===== src/rtl/vga_timing_pkg.sv =====
// rtl/vga_timing_pkg.sv - shared VGA geometry defaults and helpers
// 640x480@60 defaults, polarity encoding and line/frame length helpers.
package vga_timing_pkg;

  localparam int CNT_W = 11;
  typedef logic [CNT_W-1:0] cnt_t;

  localparam int DEF_H_FRONT = 16;
  localparam int DEF_H_SYNC  = 96;
  localparam int DEF_H_BACK  = 48;
  localparam int DEF_H_ACT   = 640;
  localparam int DEF_V_FRONT = 10;
  localparam int DEF_V_SYNC  = 2;
  localparam int DEF_V_BACK  = 33;
  localparam int DEF_V_ACT   = 480;
  localparam int DEF_COLOR_W = 10;
  localparam int DEF_PIX_LAT = 2;

  localparam logic POL_LOW = 1'b0;

  function automatic int totalLen(input int front, input int sync, input int back, input int act);
    return front + sync + back + act;
  endfunction

  function automatic int blankLen(input int front, input int sync, input int back);
    return front + sync + back;
  endfunction

endpackage


===== src/rtl/vga_delay_line.sv =====
// rtl/vga_delay_line.sv - fixed-depth register pipeline with async and sync clear
// DEPTH=0 degenerates to a plain wire.
module vga_delay_line #(
  parameter int WIDTH = 3,
  parameter int DEPTH = 2
) (
  input  logic             iCLK,
  input  logic             iRST_N,
  input  logic             iClr,
  input  logic [WIDTH-1:0] iData,
  output logic [WIDTH-1:0] oData
);

  generate
    if (DEPTH == 0) begin : gWire
      logic unusedInputs;
      assign unusedInputs = ^{iCLK, iRST_N, iClr};
      assign oData = iData;
    end else begin : gPipe
      logic [WIDTH-1:0] stage [DEPTH];

      always_ff @(posedge iCLK or negedge iRST_N) begin
        if (!iRST_N) begin
          for (int i = 0; i < DEPTH; i++) stage[i] <= '0;
        end else if (iClr) begin
          for (int i = 0; i < DEPTH; i++) stage[i] <= '0;
        end else begin
          stage[0] <= iData;
          for (int i = 1; i < DEPTH; i++) stage[i] <= stage[i-1];
        end
      end

      assign oData = stage[DEPTH-1];
    end
  endgenerate

endmodule


===== src/rtl/vga_timing_gen.sv =====
// rtl/vga_timing_gen.sv - parametrised VGA timing generator and pixel-output stage
// Sync/blank are delayed by PIX_LAT so they line up with the host's late colour.
module vga_timing_gen
  import vga_timing_pkg::*;
#(
  parameter int   H_FRONT = DEF_H_FRONT,
  parameter int   H_SYNC  = DEF_H_SYNC,
  parameter int   H_BACK  = DEF_H_BACK,
  parameter int   H_ACT   = DEF_H_ACT,
  parameter int   V_FRONT = DEF_V_FRONT,
  parameter int   V_SYNC  = DEF_V_SYNC,
  parameter int   V_BACK  = DEF_V_BACK,
  parameter int   V_ACT   = DEF_V_ACT,
  parameter logic H_POL   = POL_LOW,
  parameter logic V_POL   = POL_LOW,
  parameter int   COLOR_W = DEF_COLOR_W,
  parameter int   PIX_LAT = DEF_PIX_LAT
) (
  input  logic               iCLK,
  input  logic               iRST_N,
  input  logic               iEN,
  input  logic [COLOR_W-1:0] iRed,
  input  logic [COLOR_W-1:0] iGreen,
  input  logic [COLOR_W-1:0] iBlue,
  output logic               oReq,
  output logic [10:0]        oCurrent_X,
  output logic [10:0]        oCurrent_Y,
  output logic               oLine_Start,
  output logic               oFrame_Start,
  output logic [COLOR_W-1:0] oVGA_R,
  output logic [COLOR_W-1:0] oVGA_G,
  output logic [COLOR_W-1:0] oVGA_B,
  output logic               oVGA_HS,
  output logic               oVGA_VS,
  output logic               oVGA_BLANK,
  output logic               oVGA_SYNC,
  output logic               oVGA_CLOCK
);

  localparam int H_TOTAL = totalLen(H_FRONT, H_SYNC, H_BACK, H_ACT);
  localparam int V_TOTAL = totalLen(V_FRONT, V_SYNC, V_BACK, V_ACT);

  localparam cnt_t H_LAST = cnt_t'(H_TOTAL - 1);
  localparam cnt_t V_LAST = cnt_t'(V_TOTAL - 1);
  localparam cnt_t H_BLK  = cnt_t'(blankLen(H_FRONT, H_SYNC, H_BACK));
  localparam cnt_t V_BLK  = cnt_t'(blankLen(V_FRONT, V_SYNC, V_BACK));
  localparam cnt_t HS_BEG = cnt_t'(H_FRONT);
  localparam cnt_t HS_END = cnt_t'(H_FRONT + H_SYNC);
  localparam cnt_t VS_BEG = cnt_t'(V_FRONT);
  localparam cnt_t VS_END = cnt_t'(V_FRONT + V_SYNC);

  cnt_t hCont, vCont;
  logic hsRaw, vsRaw;
  logic [2:0] dly;

  // Vertical advances on the last pixel clock of a line, not on an HS edge.
  always_ff @(posedge iCLK or negedge iRST_N) begin
    if (!iRST_N) begin
      hCont <= '0;
      vCont <= '0;
    end else if (!iEN) begin
      hCont <= '0;
      vCont <= '0;
    end else if (hCont == H_LAST) begin
      hCont <= '0;
      vCont <= (vCont == V_LAST) ? cnt_t'(0) : vCont + cnt_t'(1);
    end else begin
      hCont <= hCont + cnt_t'(1);
    end
  end

  always_comb begin
    oReq         = (hCont >= H_BLK) && (vCont >= V_BLK);
    oCurrent_X   = oReq ? hCont - H_BLK : '0;
    oCurrent_Y   = oReq ? vCont - V_BLK : '0;
    oLine_Start  = oReq && (oCurrent_X == '0);
    oFrame_Start = oLine_Start && (oCurrent_Y == '0);
  end

  assign hsRaw = (hCont >= HS_BEG) && (hCont < HS_END);
  assign vsRaw = (vCont >= VS_BEG) && (vCont < VS_END);

  vga_delay_line #(
    .WIDTH(3),
    .DEPTH(PIX_LAT)
  ) uDelay (
    .iCLK  (iCLK),
    .iRST_N(iRST_N),
    .iClr  (!iEN),
    .iData ({hsRaw, vsRaw, oReq}),
    .oData (dly)
  );

  always_ff @(posedge iCLK or negedge iRST_N) begin
    if (!iRST_N) begin
      oVGA_HS    <= ~H_POL;
      oVGA_VS    <= ~V_POL;
      oVGA_BLANK <= 1'b0;
      oVGA_R     <= '0;
      oVGA_G     <= '0;
      oVGA_B     <= '0;
    end else if (!iEN) begin
      oVGA_HS    <= ~H_POL;
      oVGA_VS    <= ~V_POL;
      oVGA_BLANK <= 1'b0;
      oVGA_R     <= '0;
      oVGA_G     <= '0;
      oVGA_B     <= '0;
    end else begin
      oVGA_HS    <= dly[2] ? H_POL : ~H_POL;
      oVGA_VS    <= dly[1] ? V_POL : ~V_POL;
      oVGA_BLANK <= dly[0];
      oVGA_R     <= dly[0] ? iRed   : '0;
      oVGA_G     <= dly[0] ? iGreen : '0;
      oVGA_B     <= dly[0] ? iBlue  : '0;
    end
  end

  assign oVGA_SYNC  = 1'b1;
  assign oVGA_CLOCK = ~iCLK;

endmodule


===== config.mk =====
export PLATFORM = sky130hd
export DESIGN_NAME = vga_timing_gen
export DESIGN_NICKNAME = d
export VERILOG_FILES = /design/src/rtl/vga_timing_pkg.sv /design/src/rtl/vga_delay_line.sv /design/src/rtl/vga_timing_gen.sv
export SDC_FILE = /design/constraint.sdc
export NUM_CORES = 1
export LEC_CHECK = 0
export ABC_AREA = 1
export ABC_CLOCK_PERIOD_IN_PS = 2200
export BUFFER_PORTS_ARGS = -buffer_cell sky130_fd_sc_hd__buf_4
export CORE_ASPECT_RATIO = 2
export CORE_MARGIN = 5
export CORE_UTILIZATION = 23
export DETAILED_ROUTE_END_ITERATION = 6
export HOLD_SLACK_MARGIN = 0.1
export PLACE_DENSITY_LB_ADDON = 0.2
export SLEW_MARGIN = 0
export SYNTH_ARGS = -nofsm -noshare
export SYNTH_HDL_FRONTEND = slang
export SYNTH_SLANG_ARGS = --single-unit
export TNS_END_PERCENT = 5

===== constraint.sdc =====
create_clock -name iCLK -period 2.2 [get_ports iCLK]
set_input_delay 0.44 -clock iCLK [delete_from_list [all_inputs] [get_ports iCLK]]
set_output_delay 0.44 -clock iCLK [all_outputs]
set_load 0.05 [all_outputs]

==> metrics.md, run 1 <==
| Metric | Value |
|---|---|
| Final instance area | 5275 µm² |
| Synth Area in Adders | 0.03914 |
| First-pass GRT wire length | 15990 µm |
| Util after Layout | 0.3818 |
| FP Rows | 61 |
| CP Launch Type | flip-flop |
| Initial drt markers | 110 |
| Vias in the first global route | 3344 |
| TritonRoute pass-1 iters | 4 |
| Share of power burned in the clock network | 0.557 |
| Switching share of power | 0.2303 |
| Gr usage total | 0.1254 |
| Crit path cell chain | nand2_1 > inv_2 > nand2_2 > buf_4 > inv_1 > nor2_1 > o21ai_1 > nand2_1 > nor2_1 > nand2_1 > nor2_4 > buf_6 |
| Area grow syn2layout | 65.01% |
| Pre-CTS setup slack | -0.1207 ns |
| Antenna violations before repair | 0 |
| Peak supply drop | 444.9 µV |
| Hold Path Class | in2reg |
| Nets | 605 |
| Slew Limit Fails | 0 |
| Antenna-violating nets left | 0 |
| Pin count of the biggest net entering global routing | 32 |
| Syn Inst Count | 403 |
| Ant. Diodes | 0 |
| H-tree Lvls | 3 |
| Part of the power in registers | 0.393 |
| Die Ht | 176.7 µm |
| CP top delay family | simple AND/OR/NAND/NOR gates |
| Wire per inst | 13.21 µm |
| Max cap viols | 0 |
| CP Capture Type | output pin |
| Final hold vios | 0 |
| Via-per-instance ratio | 4.123 |
| Achievable Freq | 394.7 MHz |
| CP max FO | 5 |
| TritonCTS clock tree | yes |
| Std-Cell Core Area | about 14000 µm² |
| Most instantiated cells after synthesis | nor2_1, inv_1, dfrtp_1 |
| Ranking of synthesized cells by area | dfrtp_1, nor2_1, inv_1, nand2_1, ha_1 |
| Most common cell on crit path | nand2_1 |
| Io pins | 93 |
| PwrDens | around 550 nW/µm² |
| Combinational family with the most area after synthesis | simple AND/OR/NAND/NOR gates |
| Drt total wl | 9990 µm |
| Critical path class | reg2out |
| Clock tree root driver cell | clkbuf_16 |
| RSZ-0062 raised after global routing | true |
| Mapped cell area | 3197 µm² |
| Failing checks | negative setup slack |
| Gpl congestion | 0.8267 |
| Outcome | finished, violations left |
| Chip width | 93.37 µm |
| Num CTS Buffers | 9 |
| Power, Total | around 0.0029 W |
| Leak Pwr | 2.842 nW |
| Count leader, synth | nor2_1 |
| Synth Area in Simple Gates | 0.2591 |
| Internal power | 0.002216 W |
| Final setup viols | 24 |
| Number of I/O port buffers | 91 |
| Starting Density | 0.2314 |
| Ys async rst share | 1.000 |
| Cell variety after synth | 37 |
| Compound-cell area share of the yosys netlist | 0.07515 |
| Clk buf depth | 2 |
| CP Data Required Time | 1.76 ns |
| Clock latency on the worst-skew pair | 0.33 ns |
| WP buf/inv | 4 |
| Worst-path clk slew | approximately 0.050 ns |
| Setup WS post-layout | -0.3333 ns |
| Worst Hold Slack | 0.3302 ns |
| Area fraction of the dominant cell type after synthesis | 0.4618 |
| Post-DP HPWL | 7923 µm |
| NetSw | 0.0006630 W |
| Drt drc | 0 |
| Final worst clock skew | between 0.009 and 0.01 ns |
| Fraction of layout cells with a size suffix above 1 | 0.4303 |
| Syn avg cell area | 7.933 µm² |
| Routed vias | 3117 |
| Slowest Stage Delay on Critical Path | ~0.46 ns |
| Fin crit share | 1.152 |
| Post-DP Area | between 4000 and 5000 µm² |
| Synth Net Count | 446 |
| Syn. warnings | 0 |
| Slowest cell on crit path | dfrtp_1 |
| Combinational Power Share | 0.051 |
| Post-synth EDFFs | 0 |
| Worst Path Arrival | 2.09 ns |
| DIE AREA | approximately 17000 µm² |
| Synth Area in XOR/XNOR | 0.01918 |
| Yosys top cell by area | dfrtp_1 |
| Mux contribution to synthesized area | 0 |
| Congestion Overflow GR | 0 |
| Tmin final | 2.533 ns |
| #FFs+latches synth | 61 |
| Sequential fraction of the synthesis area | 0.4783 |
| Main synth FF type | dfrtp_1 |
sequential cells by signal, indices dropped and copies added (netlist names):
name                cells
uDelay.gPipe.stage      3
vCont                  11
oVGA_VS                 1
hCont                  11
oVGA_HS                 1
oVGA_BLANK              1
oVGA_R                 10
oVGA_B                 10
uDelay.oData            3
oVGA_G                 10
tightest hold or removal path: cells and delay by family:
family,cells,cell delay [ns]
and+or+nand+nor,1,0.03
buffers and inverters,2,0.15
layer usage:
metal  vias up  GRT usage  share of wire  wire [µm]
li1       1541          -              -          -
met1      1452     0.1158           0.34       3393
met2       100     0.2372           0.56       5641
met3        24    0.03319          0.055        549
met4         0    0.07462          0.041        406
met5         -          0              0          0
power groups by stage:
stage / registers [W] / logic (W) / clock network [W]
after global routing: 0.00113 / 0.000163 / 0.00171
after CTS: 0.00113 / 0.000149 / 0.00166
final: 0.00113 / 0.000146 / 0.00160
after global placement: 0.00115 / 0.000145 / 0.000105
after detailed placement: 0.00115 / 0.000147 / 0.000105
after floorplan: 0.00115 / 0.0000480 / 0.0000768
repair_timing:
item | 4_1_cts | 5_1_grt
gates resized for setup | 43 | 17
hold endpoints to repair | 29 | 0
setup buffers | 0 | 0
endpoints found under the setup margin | 25 | 30
pin swaps | 7 | 9
hold buffers | 1 | 0
cloned | 0 | 1
layout by cell type (no fill, tap or decap), drive strengths merged:
cell type and instances:
a22oi 1, dfrtp 59, xor2 7, ha 10, nor2 86, conb 1, o22ai 3, dlygate4sd3 1
o31ai 1, o21ai 13, a21oi 17, inv 85, nand2 61, nand3b 2, clkbuf 14, a21boi 1
nand4 7, clkinv 1, nand3 19, dfstp 2, o2111a 1, a211oi 1, o211ai 2, nor3 11
o21a 1, buf 160
path summary, 6_finish.rpt:
check,to,slack (ns),depth (start not counted),start
worst max-delay path,oFrame_Start,-0.33,12,vCont[2]
worst min register to register,oVGA_HS,0.37,1,uDelay.oData[2]
worst min-delay path,oVGA_B[6],0.33,3,iBlue[6]
max in group asynchronous,oVGA_HS,0.99,3,iRST_N
worst max register to register,vCont[3],0.24,11,hCont[0]
min in group asynchronous,oVGA_G[7],0.62,2,iRST_N
logic make-up after synthesis:
| kind of cell | count (synthesis) |
|---|---|
| fa+ha+maj | 10 |
| simple gates | 185 |
| flops | 61 |
| buf+inv | 98 |
| other cells | 1 |
| xor+xnor | 7 |
| compound gates | 41 |
area by class of cell:
| type | count | area, µm² |
|---|---|---|
| fillers | 1428 | 8539 |
| multi-input cells | 245 | 1496 |
| repair buffers | 160 | 1350 |
| inverters | 83 | 321.6 |
| well taps | 189 | 236.5 |
| clock inverters | 3 | 12.51 |
| clock buffers | 15 | 325.3 |
| flip-flops and latches | 61 | 1533 |
through the flow:
stage                     TNS [ns]  std cells
after global placement     -0.7964        738
after floorplan             -4.398        403
after global routing        -8.022        756
after CTS                   -7.098        755
final                       -4.790        756
after detailed placement    -1.290        738
Note: power is estimated with default switching activity, not from simulation.
==> run 2: changes to the inputs <==
ABC_CLOCK_PERIOD_IN_PS = 2800   (was 2200)
clock period = 2.8 ns   (was 2.2 ns; I/O delays follow)
==> run 2 against run 1 <==
  * The flow now finishes without violations
  * Clock-buffer cell count fell by 5
  * First-iteration DRC count rose by 21%
  * Wire length rose by 5.3%
  * Final cell count fell by 5.4%
  * Combinational power fell by 32%
  * Register-to-register slack improved by 0.44 ns
  * Sequential cell count did not move
  * Clock skew fell by 0.0037 ns
  * Design area fell by 11%
  * Non-clock buffer count fell by 43
  * Hold slack got worse by 0.0089 ns
  * Sequential share of layout area rose by 3.7 points
  * Critical endpoint unchanged
==> metrics.md, run 2 (same netlist as run 1, synthesis figures left out) <==
| Metric | Value |
|---|---|
| Outcome | completed |
| Std-Cell Core Area | 13810 µm² |
| Max_slew headroom | 0.4550 |
| Gpl congestion | approximately 0.88 |
| Global-route met3 utilization | 0.02298 |
| CP Capture Type | output pin |
| Post-DP HPWL | 7882 µm |
| Pre-CTS setup slack | ~0.14 ns |
| Achievable Freq | 372.2 MHz |
| Max cap viols | 0 |
| Commonest non-fill, non-tap cells in the layout | buf_4, nor2_1, inv_1, dfrtp_1, nand2_1 |
| Top Registers | hCont: 11 flops, vCont: 11 flops |
| Antenna violations before repair | 0 |
| Gr usage total | 0.1294 |
| Congestion Overflow GR | 0 |
| R2R Path Start | vCont[1] |
| Clk buf depth | 2 |
| Most common cell after layout, fill and taps aside | buf_4 |
| Slowest cell on crit path | dfrtp_2 |
| Pin count of the biggest net entering global routing | 62 |
| Via-per-instance ratio | between 4 and 5 |
| Io pins | 93 |
| Starting Density | 0.2314 |
| CP max FO | 7 |
| Clock latency on the worst-skew pair | 0.33 ns |
| Fin crit share | 0.9595 |
| CP top delay family | simple AND/OR/NAND/NOR gates |
| FP Rows | approximately 60 |
| Measured slew at the worst slew-check pin | 0.8176 ns |
| Final setup viols | 0 |
| Final worst clock skew | approximately 0.006 ns |
| Cell count of the worst reg-to-reg path | 10 |
| TritonCTS clock tree | yes |
| Worst Path Arrival | roughly 2.1 ns |
| Die Ht | 176.7 µm |
| Drt drc | 0 |
| GRT busiest layer | met2 |
| Nets | 564 |
| R2R Setup Slk | 0.68 ns |
| Reg2reg end | vCont[10] |
| Multi-input gate area | 1411 µm² |
| CP Data Required Time | 2.24 ns |
| Peak supply drop | about 220 µV |
| Num CTS Buffers | 9 |
| Final hold vios | 0 |
| H-tree Lvls | 3 |
| TritonRoute pass-1 iters | 4 |
| First-pass GRT wire length | 16190 µm |
| Met2 Resource Use GR | 0.2531 |
| Area grow syn2layout | 47.05% |
| Critical path class | reg2out |
| Hold Path Class | in2async |
| WP buf/inv | 2 |
| # hold bufs at CTS | 0 |
| PwrDens | between 400 and 500 nW/µm² |
| Drt total wl | 10520 µm |
| Crit path cell chain | inv_4 > nand2_2 > nor2_2 > nand2_2 > nand2_2 > nor2_4 > nor2_8 > nand4_1 > nor2_2 > buf_6 |
| Leak Pwr | between 2 and 3 nW |
| Clock tree root driver cell | clkbuf_16 |
| Setup WS post-layout | between 0.1 and 0.15 ns |
| Routed vias | roughly 3000 |
| Most common cell on crit path | nand2_2 |
| Wire per inst | 14.72 µm |
| DIE AREA | 16500 µm² |
| Antenna-violating nets left | 0 |
| Tmin final | 2.686 ns |
| Vias in the first global route | about 3100 |
| Worst-path clk slew | 0.06 ns |
| Register area | 1539 µm² |
| Ant. Diodes | 0 |
| Layout fillers | 1469 |
| Number of I/O port buffers | 91 |
| Slowest Stage Delay on Critical Path | 0.46 ns |
| Util after Layout | 0.3403 |
| Chip width | 93.37 µm |
| Initial drt markers | approximately 130 |
| Met1 Usage GRT | 0.1199 |
| Slew Limit Fails | 0 |
| Fraction of layout cells with a size suffix above 1 | 0.3878 |
| CP Launch Type | flip-flop |
==> run 2: routing by layer <==
metal / vias to the layer above / part of all wire
met2: 96 / 0.57
met1: 1426 / 0.33
met3: 21 / 0.051
met5: - / 0
met4: 0 / 0.040
li1: 1460 / -
==> run 2: final cells by class <==
class                           instances  share of cell area
Clock buffer                           10             0.04951
Clock inverter                          8             0.01118
Inverter                               83             0.06947
Multi-Input combinational cell        245              0.3002
Sequential cell                        61              0.3274
Tap cell                              189             0.05031
Timing Repair Buffer                  117              0.1892
Timing Repair inverter                  2            0.002662
==> run 2: power by group <==
group	switching [W]	internal, W
Combinational	0.0000573	0.0000427
Clock	0.000480	0.000619
Sequential	0.00000366	0.000886
Total	0.000541	0.00155
==> run 2: repair_timing <==
item,CTS,global route
cloned,3,0
setup buffers,11,8
endpoints found under the setup margin,18,20
endpoints found under the hold margin,0,0
resized for setup,17,43
pin swaps,11,19
==> run 2: worst max-delay path by stage <==
stage / start / to / slack [ns] / cells after the start
after floorplan: hCont[5] / oCurrent_X[10] / -0.11 / 13
after global routing: vCont[1] / oFrame_Start / -0.04 / 14
after detailed placement: hCont[6] / oFrame_Start / 0.14 / 15
after CTS: vCont[0] / oFrame_Start / 0.006 / 14
final: vCont[4] / oFrame_Start / 0.11 / 10
after global placement: hCont[6] / oFrame_Start / 0.17 / 15
==> run 2: through the flow <==
stage          area [µm²]  hold slack [ns]  total power, W  cells  setup TNS (ns)
2_1_floorplan        3197           0.2644        0.001000    403          -1.687
3_3_place_gp         4085           0.3578        0.001088    677               0
3_5_place_dp         4085           0.3651        0.001089    677               0
4_1_cts              4514           0.3434        0.002134    707               0
5_1_grt              4701           0.3875        0.002172    715        -0.03563
6_report             4701           0.3213        0.002089    715               0
==> run 3: changes to the inputs <==
REMOVE_ABC_BUFFERS = 1   (was unset)
==> run 3 against run 2 <==
  * Final cell count decreased by 0.56%
  * Clock power up 10%
  * Critical path type unchanged
  * Hold slack lost 0.011 ns
==> metrics.md, run 3 (same netlist as run 1, synthesis figures left out) <==
| Metric | Value |
|---|---|
| Top Registers | hCont: 11 flops, vCont: 11 flops |
| Vias in the first global route | ~3200 |
| Achievable Freq | 363.1 MHz |
| Worst setup path start | vCont[1] |
| CP max FO | 9 |
| CP Launch Type | flip-flop |
| Commonest non-fill, non-tap cells in the layout | buf_4, inv_1, nor2_1, nand2_1, dfrtp_1 |
| Critical path class | reg2out |
| Leak Pwr | 2.603 nW |
| Crit path to | oCurrent_X[2] |
| Worst Hold Slack | 0.3100 ns |
| CP Capture Type | output pin |
| Slowest Stage Delay on Critical Path | 0.43 ns |
| Share of power burned in the clock network | 0.551 |
| Part of the power in registers | 0.405 |
| Starting Density | 0.2314 |
| Worst-path clk slew | 0.05 ns |
| Crit path cell chain | inv_2 > ha_4 > inv_2 > nor2_2 > nand2_2 > nand2_2 > nor2_4 > nor2_8 > clkinv_8 > buf_6 > nor2_1 > buf_6 |
| Max cap viols | 0 |
| Drt drc | 0 |
| Routed vias | 2963 |
| Wire per inst | 14.08 µm |
| Pin count of the biggest net entering global routing | 62 |
| Util after Layout | 0.3477 |
| PwrDens | 456.7 nW/µm² |
| Gr usage total | 0.1244 |
| Initial drt markers | 105 |
| Clk buf depth | 2 |
| NetSw | around 0.00052 W |
| Clock latency on the worst-skew pair | 0.33 ns |
| Number of I/O port buffers | 91 |
| Switching share of power | 0.2373 |
| Layout fillers | 1473 |
| Antenna violations before repair | 0 |
| FP Rows | a little over 60 |
| Max_slew headroom | 0.4574 |
| Slowest cell on crit path | dfrtp_1 |
| CP Data Required Time | 2.24 ns |
| Die Ht | 176.7 µm |
| Power, Total | 0.002194 W |
| Final worst clock skew | 0.004836 ns |
| Antenna-violating nets left | 0 |
| Fraction of layout cells with a size suffix above 1 | 0.3927 |
| H-tree Lvls | 3 |
| Std-Cell Core Area | roughly 14000 µm² |
| Worst Path Arrival | approximately 2.2 ns |
| Hold Path Class | in2async |
| Outcome | completed |
| Drt total wl | 10010 µm |
| Area grow syn2layout | 50.25% |
| Measured slew at the worst slew-check pin | 0.8139 ns |
| Via-per-instance ratio | 4.167 |
| Cell count of the worst reg-to-reg path | 10 |
| Final hold vios | 0 |
| Most common cell after layout, fill and taps aside | buf_4 |
| Gpl congestion | between 0.8 and 0.9 |
| Io pins | between 90 and 100 |
| Combinational Power Share | 0.043 |
| Reg2reg end | vCont[10] |
| Ant. Diodes | 0 |
| Congestion Overflow GR | 0 |
| Fin crit share | 0.9837 |
| # hold bufs at CTS | 0 |
| TritonRoute pass-1 iters | 4 |
| RSZ-0062 raised after global routing | true |
| Peak supply drop | 398.5 µV |
| TritonCTS clock tree | yes |
| Post-DP HPWL | around 7500 µm |
| Tmin final | 2.754 ns |
| Num CTS Buffers | 9 |
| Final setup viols | 0 |
| First-pass GRT wire length | 15610 µm |
| Nets | 560 |
| Slew Limit Fails | 0 |
| Chip width | 93.37 µm |
| DIE AREA | around 17000 µm² |
| Internal power | 0.001673 W |
| Clock tree root driver cell | clkbuf_16 |
| R2R Path Start | vCont[0] |
| R2R Setup Slk | between 0.7 and 0.8 ns |
run 3: critical path: cells and delay by family (launching register included):
family	cells	cell delay, ns
and+or+nand+nor	6	0.67
buffers and inverters	5	0.63
DFF	1	0.43
adders and majority gates	1	0.15
run 3: worst min path at each step:
stage	startpoint	end	cells past startpoint
2_1_floorplan	iRST_N	hCont[0]	0
6_report	iRST_N	oVGA_R[6]	1
4_1_cts	iRST_N	oVGA_R[6]	1
3_5_place_dp	uDelay.oData[2]	oVGA_HS	1
3_3_place_gp	uDelay.oData[2]	oVGA_HS	1
5_1_grt	iRST_N	oVGA_R[6]	1
run 3: power by group through the flow:
stage	clock, W	combinational, W	sequential (W)
5_1_grt	0.00129	0.000110	0.000889
2_1_floorplan	0.0000604	0.0000309	0.000904
6_report	0.00121	0.0000953	0.000889
3_5_place_dp	0.0000822	0.0000967	0.000905
3_3_place_gp	0.0000822	0.0000954	0.000904
4_1_cts	0.00125	0.0000974	0.000889
run 3: repair_timing:
action | 4_1_cts | 5_1_grt
resized for setup | 13 | 72
pin swaps | 3 | 15
setup buffers | 1 | 17
cloned | 1 | 1
endpoints found under the setup margin | 19 | 11
run 3: per-stage QoR:
step / std cells / worst slack [ns] / TNS, ns / cell area (µm²)
floorplan: 389 / -0.1282 / -0.5067 / 3105
global placement: 675 / 0.3020 / 0 / 4070
detailed placement: 675 / 0.2161 / 0 / 4070
CTS: 693 / -0.04094 / -0.04203 / 4433
global route: 711 / -0.09108 / -0.3849 / 4803
finish: 711 / 0.04569 / 0 / 4803
run 3: per-layer routing:
metal	share of wire	vias to the layer above	track usage
li1	-	1452	-
met1	0.31	1400	0.1097
met2	0.58	87	0.2399
met3	0.060	24	0.03787
met4	0.042	0	0.06972
met5	0	-	0
run 3: area by class of cell:
class                      instances  area, µm²  area share
clock buffer                      14      300.3     0.06252
clock inverter                     4      20.02    0.004168
inverter                          83      326.6     0.06799
multi-input combinational        245       1428      0.2972
sequential                        61       1540      0.3207
tap                              189      236.5     0.04923
timing repair buffer             114      943.4      0.1964
timing repair inverter             1      8.758    0.001823
